==> config.mk <==
export PLATFORM = sky130hd
export DESIGN_NAME = cla_nibble_sequencer
export DESIGN_NICKNAME = d
export VERILOG_FILES = /design/src/rtl/cla_nibble_sequencer.sv
export SDC_FILE = /design/constraint.sdc
export NUM_CORES = 1
export LEC_CHECK = 0
export ABC_CLOCK_PERIOD_IN_PS = 3100
export BUFFER_PORTS_ARGS = -buffer_cell sky130_fd_sc_hd__clkbuf_2
export CAP_MARGIN = 40
export CELL_PAD_IN_SITES_DETAIL_PLACEMENT = 1
export CELL_PAD_IN_SITES_GLOBAL_PLACEMENT = 1
export CORE_ASPECT_RATIO = 1.5
export CORE_MARGIN = 3
export CORE_UTILIZATION = 30
export CTS_CLUSTER_DIAMETER = 60
export DETAILED_ROUTE_END_ITERATION = 10
export GPL_TIMING_DRIVEN = 0
export PLACE_DENSITY = 0.66
export SYNTH_ARGS = -nofsm -noshare
export SYNTH_HDL_FRONTEND = slang
export SYNTH_SLANG_ARGS = --single-unit
==> constraint.sdc <==
create_clock -name clk -period 3.1 [get_ports clk]
set_clock_uncertainty 0.05 [all_clocks]
set_input_delay 0.62 -clock clk [delete_from_list [all_inputs] [get_ports clk]]
set_output_delay 0.62 -clock clk [all_outputs]
set_load 0.01 [all_outputs]
==> src/rtl/cla_nibble_sequencer.sv <==
// Two-requester adder: one 4-bit carry-lookahead slice is reused over NIBBLES
// cycles, with round-robin arbitration and a valid/ready result channel.
//
// state | meaning
// IDLE  | waiting for an operand handshake; ready outputs follow round-robin
// ADD   | one nibble per edge through the CLA slice, LSB nibble first
// DONE  | result presented, held until res_valid & res_ready
module cla_nibble_sequencer #(
  parameter int NIBBLES = 4
) (
  input  logic                 clk,
  input  logic                 rst,
  input  logic                 in_valid0,
  input  logic [4*NIBBLES-1:0] in_a0,
  input  logic [4*NIBBLES-1:0] in_b0,
  input  logic                 in_cin0,
  output logic                 in_ready0,
  input  logic                 in_valid1,
  input  logic [4*NIBBLES-1:0] in_a1,
  input  logic [4*NIBBLES-1:0] in_b1,
  input  logic                 in_cin1,
  output logic                 in_ready1,
  output logic                 res_valid,
  input  logic                 res_ready,
  output logic [4*NIBBLES-1:0] res_sum,
  output logic                 res_cout,
  output logic                 res_ovf,
  output logic                 res_id,
  output logic                 busy
);
  localparam int W  = 4 * NIBBLES;
  localparam int IW = (NIBBLES > 1) ? $clog2(NIBBLES) : 1;
  localparam logic [IW-1:0] LAST_IDX = IW'(NIBBLES - 1);

  typedef enum logic [1:0] {IDLE, ADD, DONE} state_t;

  state_t        state;
  logic [W-1:0]  a_q, b_q;
  logic          carry;
  logic [IW-1:0] idx;
  logic          last_id;

  logic [3:0] sa, sb, g, p, s;
  logic [4:0] c;
  logic       hs0, hs1;

  // last_id==1 means requester 0 has priority on the next contention
  assign in_ready0 = ~rst & (state == IDLE) & in_valid0 & (~in_valid1 | last_id);
  assign in_ready1 = ~rst & (state == IDLE) & in_valid1 & (~in_valid0 | ~last_id);
  assign hs0 = in_valid0 & in_ready0;
  assign hs1 = in_valid1 & in_ready1;

  always_comb begin
    sa = '0;
    sb = '0;
    for (int i = 0; i < NIBBLES; i++) begin
      if (idx == IW'(i)) begin
        sa = a_q[4*i +: 4];
        sb = b_q[4*i +: 4];
      end
    end
  end

  // Carry-lookahead slice: every carry is a flat sum of products off carry
  assign g    = sa & sb;
  assign p    = sa ^ sb;
  assign c[0] = carry;
  assign c[1] = g[0] | (p[0] & c[0]);
  assign c[2] = g[1] | (p[1] & g[0]) | (p[1] & p[0] & c[0]);
  assign c[3] = g[2] | (p[2] & g[1]) | (p[2] & p[1] & g[0]) | (p[2] & p[1] & p[0] & c[0]);
  assign c[4] = g[3] | (p[3] & g[2]) | (p[3] & p[2] & g[1]) | (p[3] & p[2] & p[1] & g[0])
              | (p[3] & p[2] & p[1] & p[0] & c[0]);
  assign s    = p ^ c[3:0];

  always_ff @(posedge clk) begin
    if (rst) begin
      state     <= IDLE;
      a_q       <= '0;
      b_q       <= '0;
      carry     <= 1'b0;
      idx       <= '0;
      last_id   <= 1'b1;
      res_valid <= 1'b0;
      res_sum   <= '0;
      res_cout  <= 1'b0;
      res_ovf   <= 1'b0;
      res_id    <= 1'b0;
      busy      <= 1'b0;
    end else begin
      case (state)
        IDLE: begin
          if (hs0 || hs1) begin
            a_q     <= hs1 ? in_a1 : in_a0;
            b_q     <= hs1 ? in_b1 : in_b0;
            carry   <= hs1 ? in_cin1 : in_cin0;
            res_id  <= hs1;
            last_id <= hs1;
            idx     <= '0;
            busy    <= 1'b1;
            state   <= ADD;
          end
        end
        ADD: begin
          for (int i = 0; i < NIBBLES; i++) begin
            if (idx == IW'(i)) res_sum[4*i +: 4] <= s;
          end
          carry <= c[4];
          if (idx == LAST_IDX) begin
            res_cout  <= c[4];
            res_ovf   <= c[3] ^ c[4];
            res_valid <= 1'b1;
            state     <= DONE;
          end else begin
            idx <= idx + 1'b1;
          end
        end
        DONE: begin
          if (res_ready) begin
            res_valid <= 1'b0;
            busy      <= 1'b0;
            state     <= IDLE;
          end
        end
        default: state <= IDLE;
      endcase
    end
  end
endmodule

After elaboration in Yosys (flattened, before gate mapping)
Index checks and enable logic that the tools add are counted.
- mux-type cells: 25
- add/sub/neg operators: 1
- bitwise logic cells: 43
- reduce and logical (&&, ||, !) cells: 16
- equality and inequality tests: 9
- operators with widths (kind ; count):
    16-bit 2-to-1 mux ; 2
    4-bit 2-to-1 mux ; 8
    1-bit AND ; 23
    1-bit OR ; 12
    2-bit AND reduction ; 6
    3-bit AND reduction ; 4
    2-bit 2-to-1 mux ; 5
    4-bit XOR ; 2
    2-bit == test, second input constant ; 3
    2-bit != test, second input constant ; 3
    1-bit one-hot mux with 2 select lines ; 3
    2-bit one-hot mux with 3 select lines ; 1
    2-bit nonzero test ; 3
    1-bit 2-to-1 mux ; 5
    4-bit AND ; 1
    2-bit by 1-bit == test with 1-bit output, second input constant ; 2
    2-bit zero test ; 2
    1-bit NOT ; 4
    2-bit one-hot mux with 2 select lines ; 1
    2-bit by 1-bit adder with 2-bit output, second input constant ; 1
    2-bit by 1-bit != test with 1-bit output, second input constant ; 1
    1-bit logical OR ; 1
    1-bit XOR ; 1
- register bits after elaboration: 59
- input port bits: 71
- logic and storage cells: 109
- output and inout bits: 23

Longest topological paths before layout
Gate-level depths: netlist of run 1.
- word-level depth: 12
- mapped depth: 12
- gate-level depth less buffers: 11

Worst setup path after synthesis of run 1
OpenSTA, ideal clock, no wires.
- kind: reg2reg
- from: register idx[0]
- to: register res_sum[11]
- slack: 0.504 ns
- clock period less this slack: 2.596 ns
- path buffers: 1
- setup time: 0.118 ns
- cell stages (with the launch flop): 13
- arrival: 2.428 ns
- required time: 2.932 ns
- cells stage by stage: dfxtp_1 inv_1 ha_1 clkbuf_1 nand3b_1 a21oi_1 a21oi_1 o21ai_0 ha_1 a211o_1 a21oi_1 a211o_1 o21ai_1
- longest elaborated chain between the ends: 11
- elaborated cells on any way between the ends: 24
- those cells by class: eq/ne: 3; mux: 8; bitwise: 11; reduce/logical: 2
- RTL lines (element ; RTL line ; source):
    start: declaration ; 40 ; logic [IW-1:0] idx;
    start signal: assignment ; 114 ; idx <= idx + 1'b1;
    2-bit zero test ; 57 ; if (idx == IW'(i)) begin
    4-bit 2-to-1 mux (4 in a row) ; 57 ;
    4-bit XOR / 4-bit AND (equally long branches) ; 66, 65 ;
    1-bit AND ; 70 ; assign c[3] = g[2] | (p[2] & g[1]) | (p[2] & p[1] & g[0]) | (p[2] & p[1] & p[0] & c[0]);
    1-bit OR / 1-bit AND (equally long branches) (2 in a row) ; 70 ;
    1-bit OR ; 70 ;
    4-bit XOR ; 73 ; assign s = p ^ c[3:0];
    end signal: indexed assignment ; 105 ; if (idx == IW'(i)) res_sum[4*i +: 4] <= s;
    end: declaration ; 25 ; output logic [4*NIBBLES-1:0] res_sum,
Parallel ways exist; a longest one is shown, timed or not.
A chain may end at the register's enable or synchronous reset.

Worst setup path after layout of run 1
- from: register idx[1]
- to: register res_sum[14]
- longest elaborated chain between the ends: 10
- elaborated cells on any way between the ends: 21
- those cells by class: eq/ne: 3; mux: 8; bitwise: 8; reduce/logical: 2
- RTL lines (element ; RTL line ; source):
    2-bit zero test ; 57 ;
    4-bit 2-to-1 mux (4 in a row) ; 57 ;
    4-bit XOR / 4-bit AND (equally long branches) ; 66, 65 ;
    1-bit AND ; 69 ; assign c[2] = g[1] | (p[1] & g[0]) | (p[1] & p[0] & c[0]);
    1-bit OR / 1-bit AND (equally long branches) ; 69 ;
    1-bit OR ; 69 ;
    4-bit XOR ; 73 ;
Parallel ways exist; a longest one is shown, timed or not.

==> results by group, run 1 <==
Floorplan
  – Die height: between 100 and 150 µm
  – Count of standard-cell rows: 44
  – Die span in x: 87.5 µm
  – Starting density of the core: 30.8%
  – Floorplan Core Area: 0.00969 mm²
  – Number of top-level design ports: 94
  – Total die area: 0.0112 mm²

Worst setup path
  – Reg-to-reg slack, setup: 0.28 ns
  – Crit path arrival time: 3.02 ns
  – Critical path endpoint category: register
  – Crit path required time: 3.30 ns
  – CP max stage delay: 0.38 ns
  – Critical Path, Cell by Cell: inv_1 > ha_1 > clkbuf_2 > nand3b_1 > a21oi_1 > a21oi_1 > o21ai_1 > ha_1 > a211o_1 > a211o_1 > o21ai_0
  – Cell at the slowest stage of the critical path: dfxtp_1
  – Biggest fanout along the worst timing path: 10
  – Worst-case reg-to-reg path depth: 11
  – Crit path launch type: register
  – Type of the worst setup path: register to register

Yosys
  – Sequential fraction of the synthesis area: 39.5%
  – Top FF cell, synth: dfxtp_1
  – Number of distinct library cell variants in the gate-level netlist after synthesis: 39
  – Average size of a mapped cell: just under 9 µm²
  – Most frequent cell after synthesis: dfxtp_1
  – Most used standard cells in the synthesized netlist: dfxtp_1 (59), a21oi_1 (34), nor2_1 (34), a211oi_1 (33), mux2i_1 (32)
  – Seq cells post-synth: 59
  – Yosys warns: 0
  – Post-synth top area cell: dfxtp_1
  – Post-synth EDFFs: 0
  – Synthesized Nets: approximately 420
  – Number of instances in the synthesized netlist: 338
  – Biggest area contributors in the synthesized netlist: dfxtp_1 (40%), mux2i_1 (11%), a211oi_1 (8.3%)
  – Ys async rst share: 0%
  – Post-Synthesis Cell Area: ~0.003 mm²
  – Portion of synthesized cell area occupied by the leading cell type: 39.5%

Global routing
  – GRT Util Overall: 17.5%
  – Wire length of the first global-routing pass: 15100 µm
  – Largest net degree at the start of global routing: 11
  – Number of antenna violations at the first check in global routing: 0
  – Via count of the first global-routing pass: 2985
  – Grt ovf: 0

Power
  – Overall power: approximately 2.2 mW
  – Standby leakage power: 1.82 nW
  – Peak ir drop on the vdd network: 429 µV
  – Power per unit of standard cell area: 572 mW/mm²

Placement
  – Gpl congestion: about 0.80
  – Detailed-placement wirelength estimate: about 7200 µm
  – Total of buffers placed on input and output ports: 92
  – Count of placed standard cells including taps: approximately 550

Clock network
  – Clock root cell: clkbuf_16
  – Post-CTS Hold Buffers: 0
  – CTS sink cnt: 59
  – Htree depth: 3
  – CTS tree: done
  – Max Root-Sink Buffers: 2
  – Clk_lat worst skew: ~0.33 ns
  – Clk pin slew, worst setup/hold paths: about 0.05 ns
  – TritonCTS buffer count: 9
  – Post-CTS Setup Repair Bufs: 0

Drt
  – Routed vias: 2831
  – Drt drc: 0
  – Number of DRC markers after the initial detailed-route iteration: 78
  – Total detailed-routing wirelength: 9200 µm
  – Number of routed nets with antenna violations: 0
  – Number of detailed-route iterations in the first pass: 4
  – Post-detailed-route wirelength per cell: around 16 µm
  – Post-DR vias/cell: between 5 and 6

Final layout
  – Area occupied by registers: around 0.0012 mm²
  – Layout area overhead: 31.2%
  – Multi-input gate area: approximately 0.0016 mm²
  – Number of inserted filler cells in the final layout: 1202
  – Final instance count without filler cells: 561
  – Net total in the final layout: 521
  – Fraction of layout cells with a size suffix above 1: 29.6%
  – Final design utilization: 40.4%
  – Diode count: 0

Timing
  – Clock period minus final worst setup slack: 2.82 ns
  – Total negative setup slack: 0 ns
  – Hold Fails Final Rpt: 0
  – Max-slew violations: 0
  – Achievable Freq: about 350 MHz
  – Unrepaired setup endpoints after global routing: false
  – Final clock period utilization by the worst path: 91.0%
  – Endpoints failing setup: 0
  – Worst hold margin: slightly above 0.4 ns
  – Transition time of the tightest slew-check pin: 0.550 ns
  – Slew Limit Headroom: 63.3%

Status
  – Status: finished clean

Run
  – MaxCap Viol Count: 0

Min path
  – Hold WC Path Type: register to register
  – Hold path depth: 2
[per-layer routing]
metal / global-route usage, % / vias to the layer above / wire (µm)
met4: 7.41 / 0 / 185
li1: - / 1427 / -
met1: 19.8 / 1326 / 3650
met5: 0 / - / 0
met3: 4.31 / 14 / 375
met2: 30.6 / 64 / 4990
[registers in the layout, summed over array words and instances (netlist names)]
signal	flops
carry	1
state	2
b_q	16
idx	2
res_cout	1
last_id	1
res_valid	1
res_ovf	1
res_sum	16
busy	1
a_q	16
res_id	1
[worst paths after layout]
kind | startpoint | end
max | idx[1]$_SDFFE_PP0P_ | res_sum[14]$_SDFFE_PP0P_
min | res_sum[11]$_SDFFE_PP0P_ | res_sum[11]$_SDFFE_PP0P_
max reg2reg | idx[1]$_SDFFE_PP0P_ | res_sum[14]$_SDFFE_PP0P_
min reg2reg | res_sum[11]$_SDFFE_PP0P_ | res_sum[11]$_SDFFE_PP0P_
[through the flow]
| stage | area [µm²] | worst slack (ns) |
|---|---|---|
| 2_1_floorplan | 2990 | 0.504 |
| 3_3_place_gp | 3590 | -0.158 |
| 3_5_place_dp | 3590 | -0.217 |
| 4_1_cts | 3910 | 0.0480 |
| 5_1_grt | 3920 | 0.0232 |
| 6_report | 3920 | 0.278 |
[worst max-delay path: cells and delay by family, from the launching register on]
| family | cells | cell delay (ns) |
|---|---|---|
| fa+ha+maj | 2 | 0.50 |
| simple gates | 1 | 0.18 |
| compound gates | 6 | 1.35 |
| buf+inv | 2 | 0.26 |
| flops | 1 | 0.38 |
[power by group]
group	internal, mW	switching, mW
Clock	0.703	0.349
Sequential	0.810	0.0332
Combinational	0.159	0.188
Total	1.67	0.571
[cell usage in the layout, fill, tap and decap left out, types with 3 or more instances in the layout]
cell and count:
clkbuf_1 12, nand2b_1 3, o21ai_0 11, dfxtp_1 59, a21oi_1 33, o21ai_1 9, buf_12 3, nand3b_1 9
clkbuf_16 9, ha_1 8, nand3_1 14, clkbuf_2 96, a211oi_1 33, nand2_1 29, a311oi_1 3, inv_1 7
buf_2 3, buf_6 4, mux2i_1 32, nor2_1 34, a211o_1 4
[cells by family after synthesis]
group | Yosys count | share of synthesized area (%)
compound gates | 103 | 22.0
mux | 32 | 10.7
fa+ha+maj | 9 | 4.02
simple gates | 99 | 16.0
flops | 59 | 39.5
xor+xnor | 1 | 0.293
buf+inv | 35 | 7.41
[what timing repair did]
item,4_1_cts,5_1_grt
gates resized for setup,4,9
endpoints found under the setup margin,9,9
pin swaps,0,2
[cell type report]
type                            instances  share of cell area (%)
Timing Repair Buffer                   92                    11.7
Clock buffer                           12                    6.03
Buffer                                 27                    5.11
Inverter                                8                   0.766
Clock inverter                          4                    1.92
Tap cell                              115                    3.67
Sequential cell                        59                    30.1
Multi-Input combinational cell        244                    40.6
(Power assumes the default switching activity.)
==> inputs of run 2 (changes only) <==
--- a/config.mk
+++ b/config.mk
@@ -13,6 +13,7 @@
 export CORE_ASPECT_RATIO = 1.5
 export CORE_MARGIN = 3
 export CORE_UTILIZATION = 30
+export CTS_BUF_LIST = sky130_fd_sc_hd__clkbuf_16
 export CTS_CLUSTER_DIAMETER = 60
 export DETAILED_ROUTE_END_ITERATION = 10
 export GPL_TIMING_DRIVEN = 0
==> run 2 against run 1 <==
- utilization unchanged
- power decreased by 0.46%
- routed wire length about the same
- clock-buffer cell count decreased by 3
- largest cell class unchanged
==> results by group, run 2 (synthesized netlist as in run 1, its figures left out) <==
Drt
  – Post-DR vias/cell: 5.05 (unchanged)
  – Routed vias: 2831 (unchanged)
  – Number of DRC markers after the initial detailed-route iteration: 78 (unchanged)
  – Total detailed-routing wirelength: 9200 µm (about the same)
  – WL met3: 375 µm (unchanged)
  – Post-detailed-route wirelength per cell: 16.4 µm (about the same)
  – Number of routed nets with antenna violations: 0 (unchanged)
  – Number of detailed-route iterations in the first pass: 4 (unchanged)
  – Topmost layer with routed signal wires: met4
  – DRT met1 WL: 3660 µm (+0.14%)
  – Sum of met2 wire segment lengths after detailed routing: 4990 µm (-0.10%)
  – Drt drc: 0 (unchanged)

Final layout
  – Fraction of layout cells with a size suffix above 1: 29.6% (unchanged)
  – Net total in the final layout: 521 (unchanged)
  – Diode count: 0 (unchanged)
  – Area occupied by registers: 0.00118 mm² (unchanged)
  – Most common library cell in the layout ignoring fill and taps: clkbuf_2
  – Layout area overhead: 31.2% (unchanged)
  – Largest regs: a_q: 16 flops, b_q: 16 flops, res_sum: 16 flops
  – Number of inserted filler cells in the final layout: 1202 (unchanged)
  – Final instance count without filler cells: 561 (unchanged)
  – Highest-count cells in the layout ignoring fill and taps: clkbuf_2 (96), dfxtp_1 (59), nor2_1 (34), a21oi_1 (33), a211oi_1 (33)
  – Design area: 0.00392 mm² (unchanged)
  – Multi-input gate area: 0.00159 mm² (unchanged)

Clock network
  – Post-CTS Hold Buffers: 0 (unchanged)
  – Clk pin slew, worst setup/hold paths: 0.05 ns (about the same)
  – TritonCTS buffer count: 9 (unchanged)
  – Max Root-Sink Buffers: 2 (unchanged)
  – CTS tree: done
  – Clk_lat worst skew: 0.34 ns (about the same)
  – Htree depth: 3 (unchanged)
  – Clock root cell: clkbuf_16
  – CTS sink cnt: 59 (unchanged)

Timing
  – Endpoints failing setup: 0 (unchanged)
  – Clock period minus final worst setup slack: 2.82 ns (-0.0000270 ns)
  – Final clock period utilization by the worst path: 91.0% (about the same)
  – Hold Fails Final Rpt: 0 (unchanged)
  – Unrepaired setup endpoints after global routing: false
  – Transition time of the tightest slew-check pin: 0.550 ns (-0.0000225 ns)
  – Achievable Freq: 354 MHz (about the same)
  – Max-slew violations: 0 (unchanged)
  – Slew Limit Headroom: 63.3% (about the same)

Global routing
  – Number of antenna violations at the first check in global routing: 0 (unchanged)
  – Largest net degree at the start of global routing: 11 (unchanged)
  – GRT Util Overall: 17.5% (unchanged)
  – Wire length of the first global-routing pass: 15100 µm (unchanged)
  – Grt ovf: 0 (unchanged)
  – Via count of the first global-routing pass: 2985 (unchanged)

Floorplan
  – Total die area: 0.0112 mm² (unchanged)
  – Number of top-level design ports: 94 (unchanged)
  – Die height: 128 µm (unchanged)
  – Count of standard-cell rows: 44 (unchanged)
  – Starting density of the core: 30.8% (unchanged)
  – Floorplan Core Area: 0.00969 mm² (unchanged)
  – Die span in x: 87.5 µm (unchanged)

Worst setup path
  – Crit path arrival time: 3.02 ns (about the same)
  – Crit path required time: 3.30 ns (about the same)
  – Critical path endpoint category: register
  – Type of the worst setup path: register to register
  – Biggest fanout along the worst timing path: 10 (unchanged)
  – Crit path launch type: register

Placement
  – Gpl congestion: 0.803 (unchanged)
  – Detailed-placement wirelength estimate: 7230 µm (unchanged)
  – Total of buffers placed on input and output ports: 92 (unchanged)
  – DP Area: 0.00359 mm² (unchanged)
  – Count of placed standard cells including taps: 545 (unchanged)

Power
  – Power per unit of standard cell area: 570 mW/mm² (-0.46%)
  – Standby leakage power: 1.83 nW (+0.68%)
  – Peak ir drop on the vdd network: 427 µV (-0.31%)

Run
  – MaxCap Viol Count: 0 (unchanged)

Min path
  – Hold WC Path Type: register to register

Status
  – Status: finished clean
## run 2: cell types whose count changed in the layout (fill, tap and decap cells not counted)
cell	delta
clkbuf_1	-3
inv_1	+3
## run 2: per-layer routing
layer,vias to the layer above,global-route usage [%]
met2,64,30.6
met4,0,7.41
met1,1326,19.8
met3,14,4.31
li1,1427,-
met5,-,0
## run 2: final cells by class
class | count | share of cell area [%]
buffer | 27 | 5.11
clock buffer | 9 | 5.75
clock inverter | 7 | 2.20
inverter | 8 | 0.766
multi-input combinational | 244 | 40.6
sequential | 59 | 30.1
tap | 115 | 3.67
timing repair buffer | 92 | 11.7
## run 2: where the power goes
group          switching [mW]  leakage, nW  internal (mW)  total (mW)
clock network           0.349        0.155          0.693        1.04
logic                   0.188         1.19          0.159       0.347
registers              0.0332        0.482          0.810       0.843
## run 2: repair_timing
action,in CTS,in global routing
gates cloned,0,0
pin swaps,0,2
endpoints found under the setup margin,9,9
resized for setup,4,9
setup buffers,0,0
## run 2: path summary, 6_finish.rpt
path | from | end | slack [ns] | cells after the start
worst max-delay path | idx[1]$_SDFFE_PP0P_ | res_sum[14]$_SDFFE_PP0P_ | 0.28 | 11
worst min-delay path | res_sum[11]$_SDFFE_PP0P_ | res_sum[11]$_SDFFE_PP0P_ | 0.41 | 2
worst max register to register | idx[1]$_SDFFE_PP0P_ | res_sum[14]$_SDFFE_PP0P_ | 0.28 | 11
worst min register to register | res_sum[11]$_SDFFE_PP0P_ | res_sum[11]$_SDFFE_PP0P_ | 0.41 | 2
## run 2: stage by stage
| stage | setup slack, ns | TNS, ns | utilization (%) | power (mW) | hold slack (ns) |
|---|---|---|---|---|---|
| 6_report | 0.278 | 0 | 40.4 | 2.23 | 0.410 |
| 5_1_grt | 0.0232 | 0 | 40.4 | 2.34 | 0.436 |
| 4_1_cts | 0.0480 | 0 | 40.3 | 2.26 | 0.416 |
| 3_5_place_dp | -0.217 | -1.31 | 37.1 | 1.21 | 0.408 |
| 3_3_place_gp | -0.158 | -0.620 | 37.1 | 1.20 | 0.398 |
| 2_1_floorplan | 0.504 | 0 | - | 1.07 | 0.402 |
## run 2: critical path, stage by stage (launching register included)
cell and delay (ns):
dfxtp_1 0.38, inv_1 0.08, ha_1 0.20, clkbuf_2 0.18
nand3b_1 0.18, a21oi_1 0.15, a21oi_1 0.07, o21ai_1 0.23
ha_1 0.30, a211o_1 0.33, a211o_1 0.36, o21ai_0 0.21
==> inputs of run 3 (changes only) <==
--- a/config.mk
+++ b/config.mk
@@ -5,6 +5,7 @@
 export SDC_FILE = /design/constraint.sdc
 export NUM_CORES = 1
 export LEC_CHECK = 0
+export ABC_AREA = 1
 export ABC_CLOCK_PERIOD_IN_PS = 3100
 export BUFFER_PORTS_ARGS = -buffer_cell sky130_fd_sc_hd__clkbuf_2
 export CAP_MARGIN = 40
@@ -17,7 +18,7 @@
 export CTS_CLUSTER_DIAMETER = 60
 export DETAILED_ROUTE_END_ITERATION = 10
 export GPL_TIMING_DRIVEN = 0
-export PLACE_DENSITY = 0.66
+export PLACE_DENSITY = 0.69
 export SYNTH_ARGS = -nofsm -noshare
 export SYNTH_HDL_FRONTEND = slang
 export SYNTH_SLANG_ARGS = --single-unit
==> run 3 against run 2 <==
- die area increased by 6.6%
- setup slack improved by 0.089 ns
- non-clock buffer count fell by 4
- synthesized cell count up 43%
- register-to-register slack better by 0.09 ns
- flip-flop and latch count is the same
- maximum frequency is 3.3% higher
- synthesized area up 7.0%
- combinational power up 35%
- largest cell class unchanged
==> results by group, run 3 <==
Status
  – Status: finished clean

Timing
  – Clock period minus final worst setup slack: 2.73 ns (-0.0889 ns)
  – Achievable Freq: 366 MHz (+3.3%)
  – Transition time of the tightest slew-check pin: 0.528 ns (-0.0219 ns)
  – Hold Fails Final Rpt: 0 (unchanged)
  – Slack of the critical path: 0.367 ns (+0.0889 ns)
  – Endpoints failing setup: 0 (unchanged)
  – Worst hold margin: 0.413 ns (+0.00282 ns)
  – Slew Limit Headroom: 64.7% (+1.3 points)
  – Unrepaired setup endpoints after global routing: false
  – Final clock period utilization by the worst path: 88.2% (-2.9 points)
  – Max-slew violations: 0 (unchanged)
  – Total negative setup slack: 0 ns (unchanged)

Global routing
  – Grt ovf: 0 (unchanged)
  – GRT Util Overall: 16.4% (-1.1 points)
  – Number of antenna violations at the first check in global routing: 0 (unchanged)
  – Wire length of the first global-routing pass: 16000 µm (+5.8%)
  – Via count of the first global-routing pass: 3518 (+18%)
  – Largest net degree at the start of global routing: 11 (unchanged)

Min path
  – Hold WC Path Type: register to register

Yosys
  – Number of distinct library cell variants in the gate-level netlist after synthesis: 31 (-21%)
  – Seq cells post-synth: 59 (unchanged)
  – Most used standard cells in the synthesized netlist: nand2_1 (161), nor2_1 (79), dfxtp_1 (59), o21ai_0 (42), inv_1 (30)
  – Synthesized Nets: 562 (+34%)
  – Ys async rst share: 0% (unchanged)
  – Sequential fraction of the synthesis area: 36.9% (-2.6 points)
  – Portion of synthesized cell area occupied by the leading cell type: 36.9% (-2.6 points)
  – Post-Synthesis Cell Area: 0.00320 mm² (+7.0%)
  – Average size of a mapped cell: 6.63 µm² (-25%)
  – Yosys warns: 0 (unchanged)
  – Top FF cell, synth: dfxtp_1
  – Number of instances in the synthesized netlist: 482 (+43%)
  – Most frequent cell after synthesis: nand2_1
  – Post-synth EDFFs: 0 (unchanged)
  – Biggest area contributors in the synthesized netlist: dfxtp_1 (37%), nand2_1 (19%), nor2_1 (9.3%)
  – Post-synth top area cell: dfxtp_1

Floorplan
  – Starting density of the core: 31.2% (+0.37 points)
  – Die height: 132 µm (+3.3%)
  – Die span in x: 90.3 µm (+3.2%)
  – Floorplan Core Area: 0.0102 mm² (+5.8%)
  – Count of standard-cell rows: 45 (+2.3%)
  – Total die area: 0.0120 mm² (+6.6%)
  – Number of top-level design ports: 94 (unchanged)

Drt
  – Routed vias: 3364 (+19%)
  – Post-DR vias/cell: 4.60 (-8.9%)
  – Number of routed nets with antenna violations: 0 (unchanged)
  – Drt drc: 0 (unchanged)
  – Post-detailed-route wirelength per cell: 12.9 µm (-21%)
  – Number of DRC markers after the initial detailed-route iteration: 127 (+63%)
  – Total detailed-routing wirelength: 9440 µm (+2.6%)
  – Number of detailed-route iterations in the first pass: 4 (unchanged)

Run
  – MaxCap Viol Count: 0 (unchanged)

Placement
  – Gpl congestion: 0.817 (+1.8%)
  – Detailed-placement wirelength estimate: 7600 µm (+5.1%)
  – Total of buffers placed on input and output ports: 93 (+1.1%)
  – Pre-CTS WS: 0.103 ns (+0.320 ns)
  – Count of placed standard cells including taps: 716 (+31%)

Power
  – Power per unit of standard cell area: 530 mW/mm² (-7.0%)
  – Peak ir drop on the vdd network: 214 µV (-50%)
  – Standby leakage power: 2.21 nW (+21%)

Clock network
  – Clock root cell: clkbuf_16
  – TritonCTS buffer count: 9 (unchanged)
  – Post-CTS Setup Repair Bufs: 0 (unchanged)
  – Clk_lat worst skew: 0.33 ns (about the same)
  – CTS tree: done
  – Max Root-Sink Buffers: 2 (unchanged)
  – Htree depth: 3 (unchanged)
  – CTS sink cnt: 59 (unchanged)
  – Clk pin slew, worst setup/hold paths: 0.05 ns (about the same)

Final layout
  – Net total in the final layout: 666 (+28%)
  – Highest-count cells in the layout ignoring fill and taps: nand2_1 (161), clkbuf_2 (96), nor2_1 (78), dfxtp_1 (59), o21ai_0 (42)
  – Final design utilization: 40.0% (-0.44 points)
  – Fraction of layout cells with a size suffix above 1: 22.8% (-6.8 points)
  – Most common library cell in the layout ignoring fill and taps: nand2_1
  – Layout area overhead: 28.2%
  – Diode count: 0 (unchanged)
  – Largest regs: a_q: 16 flops, b_q: 16 flops, res_sum: 16 flops
  – Final instance count without filler cells: 732 (+30%)

Worst setup path
  – Biggest fanout along the worst timing path: 10 (unchanged)
  – Crit path launch type: register
  – Type of the worst setup path: register to register
  – Crit path arrival time: 2.91 ns (-0.11 ns)
  – Critical path endpoint category: register
  – Crit path required time: 3.27 ns (-0.03 ns)
run 3: layout make-up:
class                      count  area (µm²)
multi-input combinational    367        1750
fill                        1381        6150
clock inverter                 7        26.3
buffer                        22         149
sequential                    59        1180
clock buffer                   9         225
inverter                      34         128
timing repair buffer          93         465
tap                          141         176
run 3: timing repair:
item,in CTS,in global routing
hold buffers,0,0
endpoints found under the setup margin,0,10
gates resized for setup,0,3
run 3: path summary, 6_finish.rpt:
check,startpoint,end,slack (ns),cells after the start
setup / recovery,idx[1]$_SDFFE_PP0P_,res_sum[11]$_SDFFE_PP0P_,0.37,16
hold / removal,res_valid$_SDFFE_PP0P_,res_valid$_SDFFE_PP0P_,0.41,2
setup reg to reg,idx[1]$_SDFFE_PP0P_,res_sum[11]$_SDFFE_PP0P_,0.37,16
hold reg to reg,res_valid$_SDFFE_PP0P_,res_valid$_SDFFE_PP0P_,0.41,2
run 3: kinds of logic (layout without fill, tap and decap cells):
logic type	count (synthesis)	after routing	synth area share, %
flip-flops	59	59	36.9
adder cells (fa/ha/maj)	9	9	3.76
AND/OR/NAND/NOR	274	274	35.5
AO/OA/AOI/OAI	83	83	14.9
XOR/XNOR	1	1	0.274
buffers and inverters	56	165	8.61
run 3: layer usage:
layer	wire [µm]	GRT usage [%]	vias to the layer above
met5	0	0	-
met4	192	6.22	0
met3	318	2.96	11
met2	5120	31.6	63
met1	3810	17.4	1547
li1	-	-	1743
run 3: critical path, stage by stage, from the launching register on:
cell,delay [ns]
dfxtp_1,0.38
inv_1,0.09
ha_1,0.18
buf_2,0.20
nor2_4,0.24
a22o_1,0.17
nand2_1,0.05
a21oi_1,0.28
ha_1,0.31
nand2_1,0.07
nand2_1,0.07
nand3_1,0.11
nand2_1,0.08
nand2_1,0.12
nand3_1,0.09
nand2_1,0.09
inv_1,0.05
run 3: through the flow:
step / power [mW] / cell area, µm²
floorplan: 1.18 / 3200
global placement: 1.33 / 3840
detailed placement: 1.35 / 3840
CTS: 2.20 / 4090
global route: 2.30 / 4100
finish: 2.17 / 4100
run 3: where the power goes:
part           leakage, nW  switching (mW)  internal [mW]  total [mW]
logic                 1.60           0.289          0.181       0.470
registers            0.484          0.0383          0.823       0.861
clock network        0.126           0.321          0.519       0.839
total                 2.21           0.648           1.52        2.17
